$ cat src/rtl/eq_cfg_ctrl_if.sv
// Register-bus and filter-bank handshake bundle for eq_cfg_ctrl.
// slave = controller side, master = I2C slave / filter bank / bench side.
interface eq_cfg_ctrl_if #(
    parameter int ADDR_W = 5,
    parameter int DATA_W = 8
);
    logic              wr_en;
    logic [ADDR_W-1:0] wr_addr;
    logic [DATA_W-1:0] wr_data;
    logic [ADDR_W-1:0] rd_addr;
    logic [DATA_W-1:0] rd_data;
    logic              sample_tick;
    logic              cfg_valid;
    logic [3:0]        cfg_band;
    logic [DATA_W-1:0] cfg_gain;
    logic              cfg_ready;
    logic              bypass;
    logic              mute;
    logic              busy;
    logic              commit_done;
    logic              err_addr;
    logic              err_timeout;

    modport slave (
        input  wr_en, wr_addr, wr_data, rd_addr, sample_tick, cfg_ready,
        output rd_data, cfg_valid, cfg_band, cfg_gain, bypass, mute, busy,
               commit_done, err_addr, err_timeout
    );

    modport master (
        output wr_en, wr_addr, wr_data, rd_addr, sample_tick, cfg_ready,
        input  rd_data, cfg_valid, cfg_band, cfg_gain, bypass, mute, busy,
               commit_done, err_addr, err_timeout
    );
endinterface

$ cat src/rtl/eq_cfg_ctrl.sv
// Equalizer configuration controller: shadow register file plus frame-aligned band-gain streaming.
// Optional handshake watchdog enabled by defining EQ_CFG_TIMEOUT_EN.
module eq_cfg_ctrl #(
    parameter int                NUM_REGS  = 30,
    parameter int                NUM_BANDS = 10,
    parameter int                ADDR_W    = 5,
    parameter int                DATA_W    = 8,
    parameter logic [DATA_W-1:0] GAIN_MAX  = 8'd48
`ifdef EQ_CFG_TIMEOUT_EN
    ,
    parameter int                TIMEOUT_CYC = 255
`endif
) (
    input  logic         clk,
    input  logic         rst_n,
    eq_cfg_ctrl_if.slave bus
);

    localparam logic [ADDR_W:0] LP_NREGS  = (ADDR_W+1)'(NUM_REGS);
    localparam logic [ADDR_W:0] LP_NBANDS = (ADDR_W+1)'(NUM_BANDS);
    localparam logic [3:0]      LP_LAST   = 4'(NUM_BANDS - 1);

    typedef enum logic [1:0] {
        ST_IDLE      = 2'd0,
        ST_WAIT_TICK = 2'd1,
        ST_SEND      = 2'd2,
        ST_DONE      = 2'd3
    } state_t;

    state_t            r_state;
    state_t            w_state_next;
    logic [DATA_W-1:0] r_regs      [NUM_REGS];
    logic [DATA_W-1:0] w_regs_next [NUM_REGS];
    logic [DATA_W-1:0] r_stage     [NUM_BANDS];
    logic [3:0]        r_cnt;
    logic [3:0]        w_cnt_next;
    logic              r_pend;
    logic              w_pend_next;
    logic              w_load;
    logic [DATA_W-1:0] w_gain_next;
    logic [ADDR_W:0]   w_wr_addr_x;
    logic [ADDR_W:0]   w_rd_addr_x;
    logic              w_wr_ok;
    logic              w_wr_bad;
    logic              w_commit;
    logic              w_acc;

    logic              r_cfg_valid;
    logic [3:0]        r_cfg_band;
    logic [DATA_W-1:0] r_cfg_gain;
    logic [DATA_W-1:0] r_rd_data;
    logic              r_busy;
    logic              r_commit_done;
    logic              r_err_addr;

`ifdef EQ_CFG_TIMEOUT_EN
    localparam logic [7:0] LP_WDOG_LIM = 8'(TIMEOUT_CYC - 1);
    logic       r_wdog;
    logic [7:0] r_wdog_cnt;
    logic       w_abort;
`endif

    assign w_wr_addr_x = {1'b0, bus.wr_addr};
    assign w_rd_addr_x = {1'b0, bus.rd_addr};
    assign w_wr_ok     = bus.wr_en & (w_wr_addr_x < LP_NREGS);
    assign w_wr_bad    = bus.wr_en & ~(w_wr_addr_x < LP_NREGS);
    assign w_commit    = w_wr_ok & (w_wr_addr_x == {(ADDR_W+1){1'b0}}) & bus.wr_data[0];
    assign w_acc       = r_cfg_valid & bus.cfg_ready;

    // Shadow register update: commit bit never stored, band gains saturate at GAIN_MAX.
    always_comb begin
        for (int i = 0; i < NUM_REGS; i++) begin
            w_regs_next[i] = r_regs[i];
        end
        if (w_wr_ok) begin
            if (w_wr_addr_x == {(ADDR_W+1){1'b0}}) begin
                w_regs_next[bus.wr_addr] = {bus.wr_data[DATA_W-1:1], 1'b0};
            end else if (w_wr_addr_x <= LP_NBANDS) begin
                w_regs_next[bus.wr_addr] = (bus.wr_data > GAIN_MAX) ? GAIN_MAX : bus.wr_data;
            end else begin
                w_regs_next[bus.wr_addr] = bus.wr_data;
            end
        end else begin
            w_regs_next[0] = r_regs[0];
        end
    end

    // Next-state logic; a commit seen outside IDLE is folded into the single pending flag.
    always_comb begin
        w_state_next = r_state;
        w_cnt_next   = r_cnt;
        w_pend_next  = r_pend | w_commit;
        w_gain_next  = r_cfg_gain;
        w_load       = 1'b0;
`ifdef EQ_CFG_TIMEOUT_EN
        w_abort      = 1'b0;
`endif
        case (r_state)
            ST_IDLE: begin
                w_pend_next = 1'b0;
                if (w_commit || r_pend) begin
                    w_state_next = ST_WAIT_TICK;
                end else begin
                    w_state_next = ST_IDLE;
                end
            end
            ST_WAIT_TICK: begin
                if (bus.sample_tick) begin
                    w_state_next = ST_SEND;
                    w_cnt_next   = 4'd0;
                    w_gain_next  = w_regs_next[1];
                    w_load       = 1'b1;
                end else begin
                    w_state_next = ST_WAIT_TICK;
                end
            end
            ST_SEND: begin
                if (w_acc) begin
                    if (r_cnt == LP_LAST) begin
                        w_state_next = ST_DONE;
                    end else begin
                        w_cnt_next  = r_cnt + 4'd1;
                        w_gain_next = r_stage[r_cnt + 4'd1];
                    end
                end
`ifdef EQ_CFG_TIMEOUT_EN
                else if (r_wdog && (r_wdog_cnt == LP_WDOG_LIM)) begin
                    w_state_next = ST_IDLE;
                    w_abort      = 1'b1;
                end
`endif
                else begin
                    w_state_next = ST_SEND;
                end
            end
            ST_DONE: begin
                w_state_next = ST_IDLE;
            end
            default: begin
                w_state_next = ST_IDLE;
            end
        endcase
    end

    // State, register file, snapshot and registered outputs.
    always_ff @(posedge clk) begin
        if (!rst_n) begin
            r_state       <= ST_IDLE;
            r_cnt         <= 4'd0;
            r_pend        <= 1'b0;
            r_cfg_valid   <= 1'b0;
            r_cfg_band    <= 4'd0;
            r_cfg_gain    <= {DATA_W{1'b0}};
            r_rd_data     <= {DATA_W{1'b0}};
            r_busy        <= 1'b0;
            r_commit_done <= 1'b0;
            r_err_addr    <= 1'b0;
            for (int i = 0; i < NUM_REGS; i++) begin
                r_regs[i] <= {DATA_W{1'b0}};
            end
            for (int b = 0; b < NUM_BANDS; b++) begin
                r_stage[b] <= {DATA_W{1'b0}};
            end
        end else begin
            r_state       <= w_state_next;
            r_cnt         <= w_cnt_next;
            r_pend        <= w_pend_next;
            r_cfg_valid   <= (w_state_next == ST_SEND);
            r_cfg_band    <= w_cnt_next;
            r_cfg_gain    <= w_gain_next;
            r_busy        <= (w_state_next != ST_IDLE);
            r_commit_done <= (w_state_next == ST_DONE);
            r_err_addr    <= w_wr_bad;
            r_rd_data     <= (w_rd_addr_x < LP_NREGS) ? r_regs[bus.rd_addr] : {DATA_W{1'b0}};
            for (int i = 0; i < NUM_REGS; i++) begin
                r_regs[i] <= w_regs_next[i];
            end
            // Snapshot sees a gain write landing on the tick cycle itself.
            for (int b = 0; b < NUM_BANDS; b++) begin
                r_stage[b] <= w_load ? w_regs_next[b+1] : r_stage[b];
            end
        end
    end

`ifdef EQ_CFG_TIMEOUT_EN
    logic r_err_timeout;

    // Watchdog counts stalled SEND cycles; restarts on every accepted band.
    always_ff @(posedge clk) begin
        if (!rst_n) begin
            r_wdog        <= 1'b0;
            r_wdog_cnt    <= 8'd0;
            r_err_timeout <= 1'b0;
        end else begin
            r_wdog        <= (w_state_next == ST_SEND);
            if ((r_state == ST_SEND) && (w_state_next == ST_SEND) && !w_acc) begin
                r_wdog_cnt <= r_wdog_cnt + 8'd1;
            end else begin
                r_wdog_cnt <= 8'd0;
            end
            r_err_timeout <= w_abort;
        end
    end

    assign bus.err_timeout = r_err_timeout;
`else
    assign bus.err_timeout = 1'b0;
`endif

    assign bus.rd_data     = r_rd_data;
    assign bus.cfg_valid   = r_cfg_valid;
    assign bus.cfg_band    = r_cfg_band;
    assign bus.cfg_gain    = r_cfg_gain;
    assign bus.bypass      = r_regs[0][1];
    assign bus.mute        = r_regs[0][2];
    assign bus.busy        = r_busy;
    assign bus.commit_done = r_commit_done;
    assign bus.err_addr    = r_err_addr;

endmodule

$ cat src/flat_wrapper.sv
// flat-port wrapper written by rule: the top's interface ports become plain ports
module eq_cfg_ctrl_flat 
#(
    parameter int                NUM_REGS  = 30,
    parameter int                NUM_BANDS = 10,
    parameter int                ADDR_W    = 5,
    parameter int                DATA_W    = 8,
    parameter logic [DATA_W-1:0] GAIN_MAX  = 8'd48

)
  (clk, rst_n, bus_wr_en, bus_wr_addr, bus_wr_data, bus_rd_addr, bus_sample_tick, bus_cfg_ready, bus_rd_data, bus_cfg_valid, bus_cfg_band, bus_cfg_gain, bus_bypass, bus_mute, bus_busy, bus_commit_done, bus_err_addr, bus_err_timeout);
  eq_cfg_ctrl_if #(.ADDR_W(ADDR_W), .DATA_W(DATA_W)) bus_i ();
  input  logic clk;
  input  logic rst_n;
  input wire logic [$bits(bus_i.wr_en)-1:0] bus_wr_en;
  input wire logic [$bits(bus_i.wr_addr)-1:0] bus_wr_addr;
  input wire logic [$bits(bus_i.wr_data)-1:0] bus_wr_data;
  input wire logic [$bits(bus_i.rd_addr)-1:0] bus_rd_addr;
  input wire logic [$bits(bus_i.sample_tick)-1:0] bus_sample_tick;
  input wire logic [$bits(bus_i.cfg_ready)-1:0] bus_cfg_ready;
  output wire logic [$bits(bus_i.rd_data)-1:0] bus_rd_data;
  output wire logic [$bits(bus_i.cfg_valid)-1:0] bus_cfg_valid;
  output wire logic [$bits(bus_i.cfg_band)-1:0] bus_cfg_band;
  output wire logic [$bits(bus_i.cfg_gain)-1:0] bus_cfg_gain;
  output wire logic [$bits(bus_i.bypass)-1:0] bus_bypass;
  output wire logic [$bits(bus_i.mute)-1:0] bus_mute;
  output wire logic [$bits(bus_i.busy)-1:0] bus_busy;
  output wire logic [$bits(bus_i.commit_done)-1:0] bus_commit_done;
  output wire logic [$bits(bus_i.err_addr)-1:0] bus_err_addr;
  output wire logic [$bits(bus_i.err_timeout)-1:0] bus_err_timeout;
  assign bus_i.wr_en = bus_wr_en;
  assign bus_i.wr_addr = bus_wr_addr;
  assign bus_i.wr_data = bus_wr_data;
  assign bus_i.rd_addr = bus_rd_addr;
  assign bus_i.sample_tick = bus_sample_tick;
  assign bus_i.cfg_ready = bus_cfg_ready;
  assign bus_rd_data = bus_i.rd_data;
  assign bus_cfg_valid = bus_i.cfg_valid;
  assign bus_cfg_band = bus_i.cfg_band;
  assign bus_cfg_gain = bus_i.cfg_gain;
  assign bus_bypass = bus_i.bypass;
  assign bus_mute = bus_i.mute;
  assign bus_busy = bus_i.busy;
  assign bus_commit_done = bus_i.commit_done;
  assign bus_err_addr = bus_i.err_addr;
  assign bus_err_timeout = bus_i.err_timeout;
  eq_cfg_ctrl #(.NUM_REGS(NUM_REGS), .NUM_BANDS(NUM_BANDS), .ADDR_W(ADDR_W), .DATA_W(DATA_W), .GAIN_MAX(GAIN_MAX)) u_core (.clk(clk), .rst_n(rst_n), .bus(bus_i));
endmodule
$ cat config.mk
export PLATFORM = sky130hd
export DESIGN_NAME = eq_cfg_ctrl_flat
export DESIGN_NICKNAME = d
export VERILOG_FILES = /design/src/rtl/eq_cfg_ctrl_if.sv /design/src/rtl/eq_cfg_ctrl.sv /design/src/flat_wrapper.sv
export SDC_FILE = /design/constraint.sdc
export NUM_CORES = 1
export LEC_CHECK = 0
export ABC_AREA = 1
export CORE_ASPECT_RATIO = 1.1
export CORE_MARGIN = 2
export CORE_UTILIZATION = 59
export CTS_CLUSTER_DIAMETER = 60
export DETAILED_ROUTE_END_ITERATION = 12
export PLACE_DENSITY = 0.77
export SKIP_LAST_GASP = 1
export SLEW_MARGIN = 40
export SYNTH_ARGS = -nofsm -noshare
export SYNTH_HDL_FRONTEND = slang
export SYNTH_SLANG_ARGS = --single-unit
export TNS_END_PERCENT = 100
$ cat constraint.sdc
create_clock -name clk -period 5.51 [get_ports clk]
set_input_delay 1.102 -clock clk [delete_from_list [all_inputs] [get_ports clk]]
set_output_delay 1.102 -clock clk [all_outputs]
set_load 0.01 [all_outputs]
==> flow_summary.ini <==
[logic_synthesis]
synth_area_leaders = dfxtp_1, edfxtp_1, nand2_1
yosys_warnings = 0
synthCells = 2195
netlist_area_sq_um = 16200
yosys.cell_types.count = 38
synth_top_area_share = 0.329
ys_seq_area_frac = 0.477
syn_nets = 2220
synth_top_cell_by_area = dfxtp_1
ys_ff_latch = 347
syn_area_per_cell_sq_um = 7.39

[setup_path]
worstSetupPathType = in2reg
regToRegStartpoint = u_core.r_cnt[0]$_SDFFE_PN0P_
regToRegSetupSlack_ps = 2530
timing.rr.end = u_core.bus.cfg_gain[6]$_SDFFE_PN0P_
path_max_fanout = 72
worstSetupEndpointType = flip-flop
cp-start-kind = input pin
r2r_cells = 10
cp.required_ps = 5900
crit_arrival_ps = 3780

[cts]
cts_num_sinks = 347
clk_latency_ps = 530
root_buffer = clkbuf_16
cts_buffers = 37
cts_tree = built
clk_pin_slew_ps = 60
cts_setup_buffers = 0
hold_buffers = 0
htree_levels = 2
cts-resized-gates = 0
clock_path_buffers = 3

[sta]
period_minus_slack_ps = 3400
final_max_slew_viol_count = 0
relSlewSlack = 0.376
fin_crit_sh = 0.617
rsz0062_at_grt = no
timing.setup.tns_ps = 0
fmaxAchievable_mhz = 294
setup_viol = 0
worstMarginPinSlew_ps = 934
hold_slack_ps = 435
skew_ps = 17.9
finalHoldViolCount = 0

[min_path]
whs_path_depth = 2
timing.hold.worst.class = reg2reg
worstHoldStart = u_core.r_regs[0][0]$_SDFFE_PN0P_
hold_end = u_core.r_regs[0][0]$_SDFFE_PN0P_

[floorplan]
core_sq_um = 27000
die_w_microns = 162
die_y_microns = 178
die_area_sq_um = 28900
start_util = 0.600
io_pins = 50
fp-row-count = 63

[routing]
drt-vias-per-instance = 5.99
drt_iter0_markers = 1912
num_vias = 15200
drtAntennaViolNets = 0
firstDrtPassIters = 8
finalWirelength_microns = 49600
routedWlPerCell_microns = 19.5
drc = 0

[global_route]
first_global_vias = 14200
grt_usage = 0.341
grt_max_degree = 81
antenna_found_initial = 0
grt-ovfl-total = 0
grt_pass1_wl_microns = 77000

[cells_and_area]
num_antenna_cells = 0
nets = 2188
fin_area_sq_um = 17900
final_layout_size_suffix_gt1_frac = 0.0630
instances_no_fill = 2546
syn_to_final_growth_pct = 10.2

[outcome]
status = complete, no violations

[job]
maxCapViolations = 0

[placement]
routabilityCongestion = 0.919
port_buffers = 48
dpl_cell_area_sq_um = 16700
hpwl_microns = 31700
post-place-cells = 2481

[power]
p_comb_frac = 0.080
p_switching_w = 0.00137
swShare = 0.247
clockPowerShare = 0.438
p_leak_nw = 7.79
power.density_nw_per_um2 = 310
power_frac_seq = 0.482
intPower_w = 0.00418
peakVddDrop_mv = 0.251
## area by class of cell
class | count | area [sq um]
Clock buffer | 54 | 1090
Tap cell | 357 | 447
Multi-Input combinational cell | 1442 | 6880
Fill cell | 2346 | 9150
Inverter | 266 | 1000
Timing Repair Buffer | 69 | 641
Sequential cell | 347 | 7750
Clock inverter | 11 | 80.1
## how the worst max path moves through the flow
| stage | startpoint | endpoint | slack (ps) | depth (start not counted) |
|---|---|---|---|---|
| 2_1_floorplan | rst_n | u_core.r_stage[0][0]$_SDFFCE_PN0P_ | 1410 | 4 |
| 3_3_place_gp | bus_wr_addr[2] | u_core.r_regs[23][6]$_SDFFE_PN0P_ | 1740 | 11 |
| 3_5_place_dp | bus_wr_addr[2] | u_core.r_regs[23][6]$_SDFFE_PN0P_ | 1690 | 11 |
| 4_1_cts | bus_wr_addr[2] | u_core.r_regs[23][6]$_SDFFE_PN0P_ | 2220 | 11 |
| 5_1_grt | bus_wr_addr[2] | u_core.r_regs[23][6]$_SDFFE_PN0P_ | 1890 | 11 |
| 6_report | bus_rd_addr[0] | u_core.bus.rd_data[3]$_SDFF_PN0_ | 2110 | 9 |
## worst max-delay path, cell delays in order
cell	delay [ps]
buf_4	610
clkinv_2	570
buf_4	510
o21ai_0	330
nand3_1	200
nand3_1	160
nand2_1	80
inv_1	50
a21oi_1	50
## routing by layer
metal / part of all wire / track usage / vias to the layer above
li1: - / - / 7159
met3: 0.088 / 0.0465 / 169
met4: 0.056 / 0.179 / 0
met1: 0.39 / 0.441 / 7095
met2: 0.46 / 0.557 / 822
met5: 0 / 0 / -
## cells by family (layout without fill, tap and decap cells)
group,after synthesis,count (layout),share of synthesized area
AOI/OAI and AO/OA,478,478,0.163
xor gates and xnor gates,2,2,0.00154
adders and majority gates,2,2,0.00154
buffers and inverters,406,400,0.101
DFF,347,347,0.477
other,1,1,0.000231
and+or+nand+nor,959,959,0.255
## cells in the final DEF, fill, tap and decap left out, types with 16 or more instances in the layout
cell type and n:
nor3_1 49, buf_4 22, inv_1 249, and2_1 16
clkdlybuf4s50_1 45, nand4_1 64, dfxtp_1 267, nand3_1 110
edfxtp_1 80, nand2_1 351, o211ai_1 84, a21oi_1 142
clkbuf_16 39, nor2_1 320, o21ai_0 236
## through the flow
step	utilization	setup WS, ps	total power [W]
floorplan	-	1410	0.00300
global placement	0.617	1740	0.00315
detailed placement	0.618	1690	0.00315
CTS	0.662	2220	0.00554
global route	0.662	1890	0.00568
finish	0.662	2110	0.00555
## cells in the mapped netlist (all sizes together)
cell type,n
clkinv,4
xor2,1
or2,12
o211ai,84
a21oi,146
conb,1
xnor2,1
nand3,112
o31ai,1
nand4,64
dfxtp,267
o21ai,241
and2,16
inv,262
nand3b,1
nor3,49
edfxtp,80
nor2,337
clkbuf,74
ha,2
nor4,7
o21bai,1
buf,66
a211oi,5
nand2,361
## sequential cells by signal, indices dropped and copies added (netlist names)
signal,flops
u_core.bus.busy,1
u_core.r_pend,1
u_core.bus.cfg_valid,1
u_core.bus.commit_done,1
u_core.r_stage,80
u_core.bus.err_addr,1
u_core.bus.cfg_gain,8
u_core.r_state,2
u_core.bus.rd_data,8
u_core.r_cnt,4
u_core.r_regs,240
## power by group through the flow
| stage | logic, W | registers, W | clock network [W] |
|---|---|---|---|
| finish | 0.000444 | 0.00267 | 0.00243 |
| global route | 0.000473 | 0.00267 | 0.00253 |
| CTS | 0.000430 | 0.00267 | 0.00244 |
| detailed placement | 0.000428 | 0.00273 | 0 |
| global placement | 0.000421 | 0.00273 | 0 |
| floorplan | 0.000281 | 0.00272 | 0 |
(Power assumes the default switching activity.)
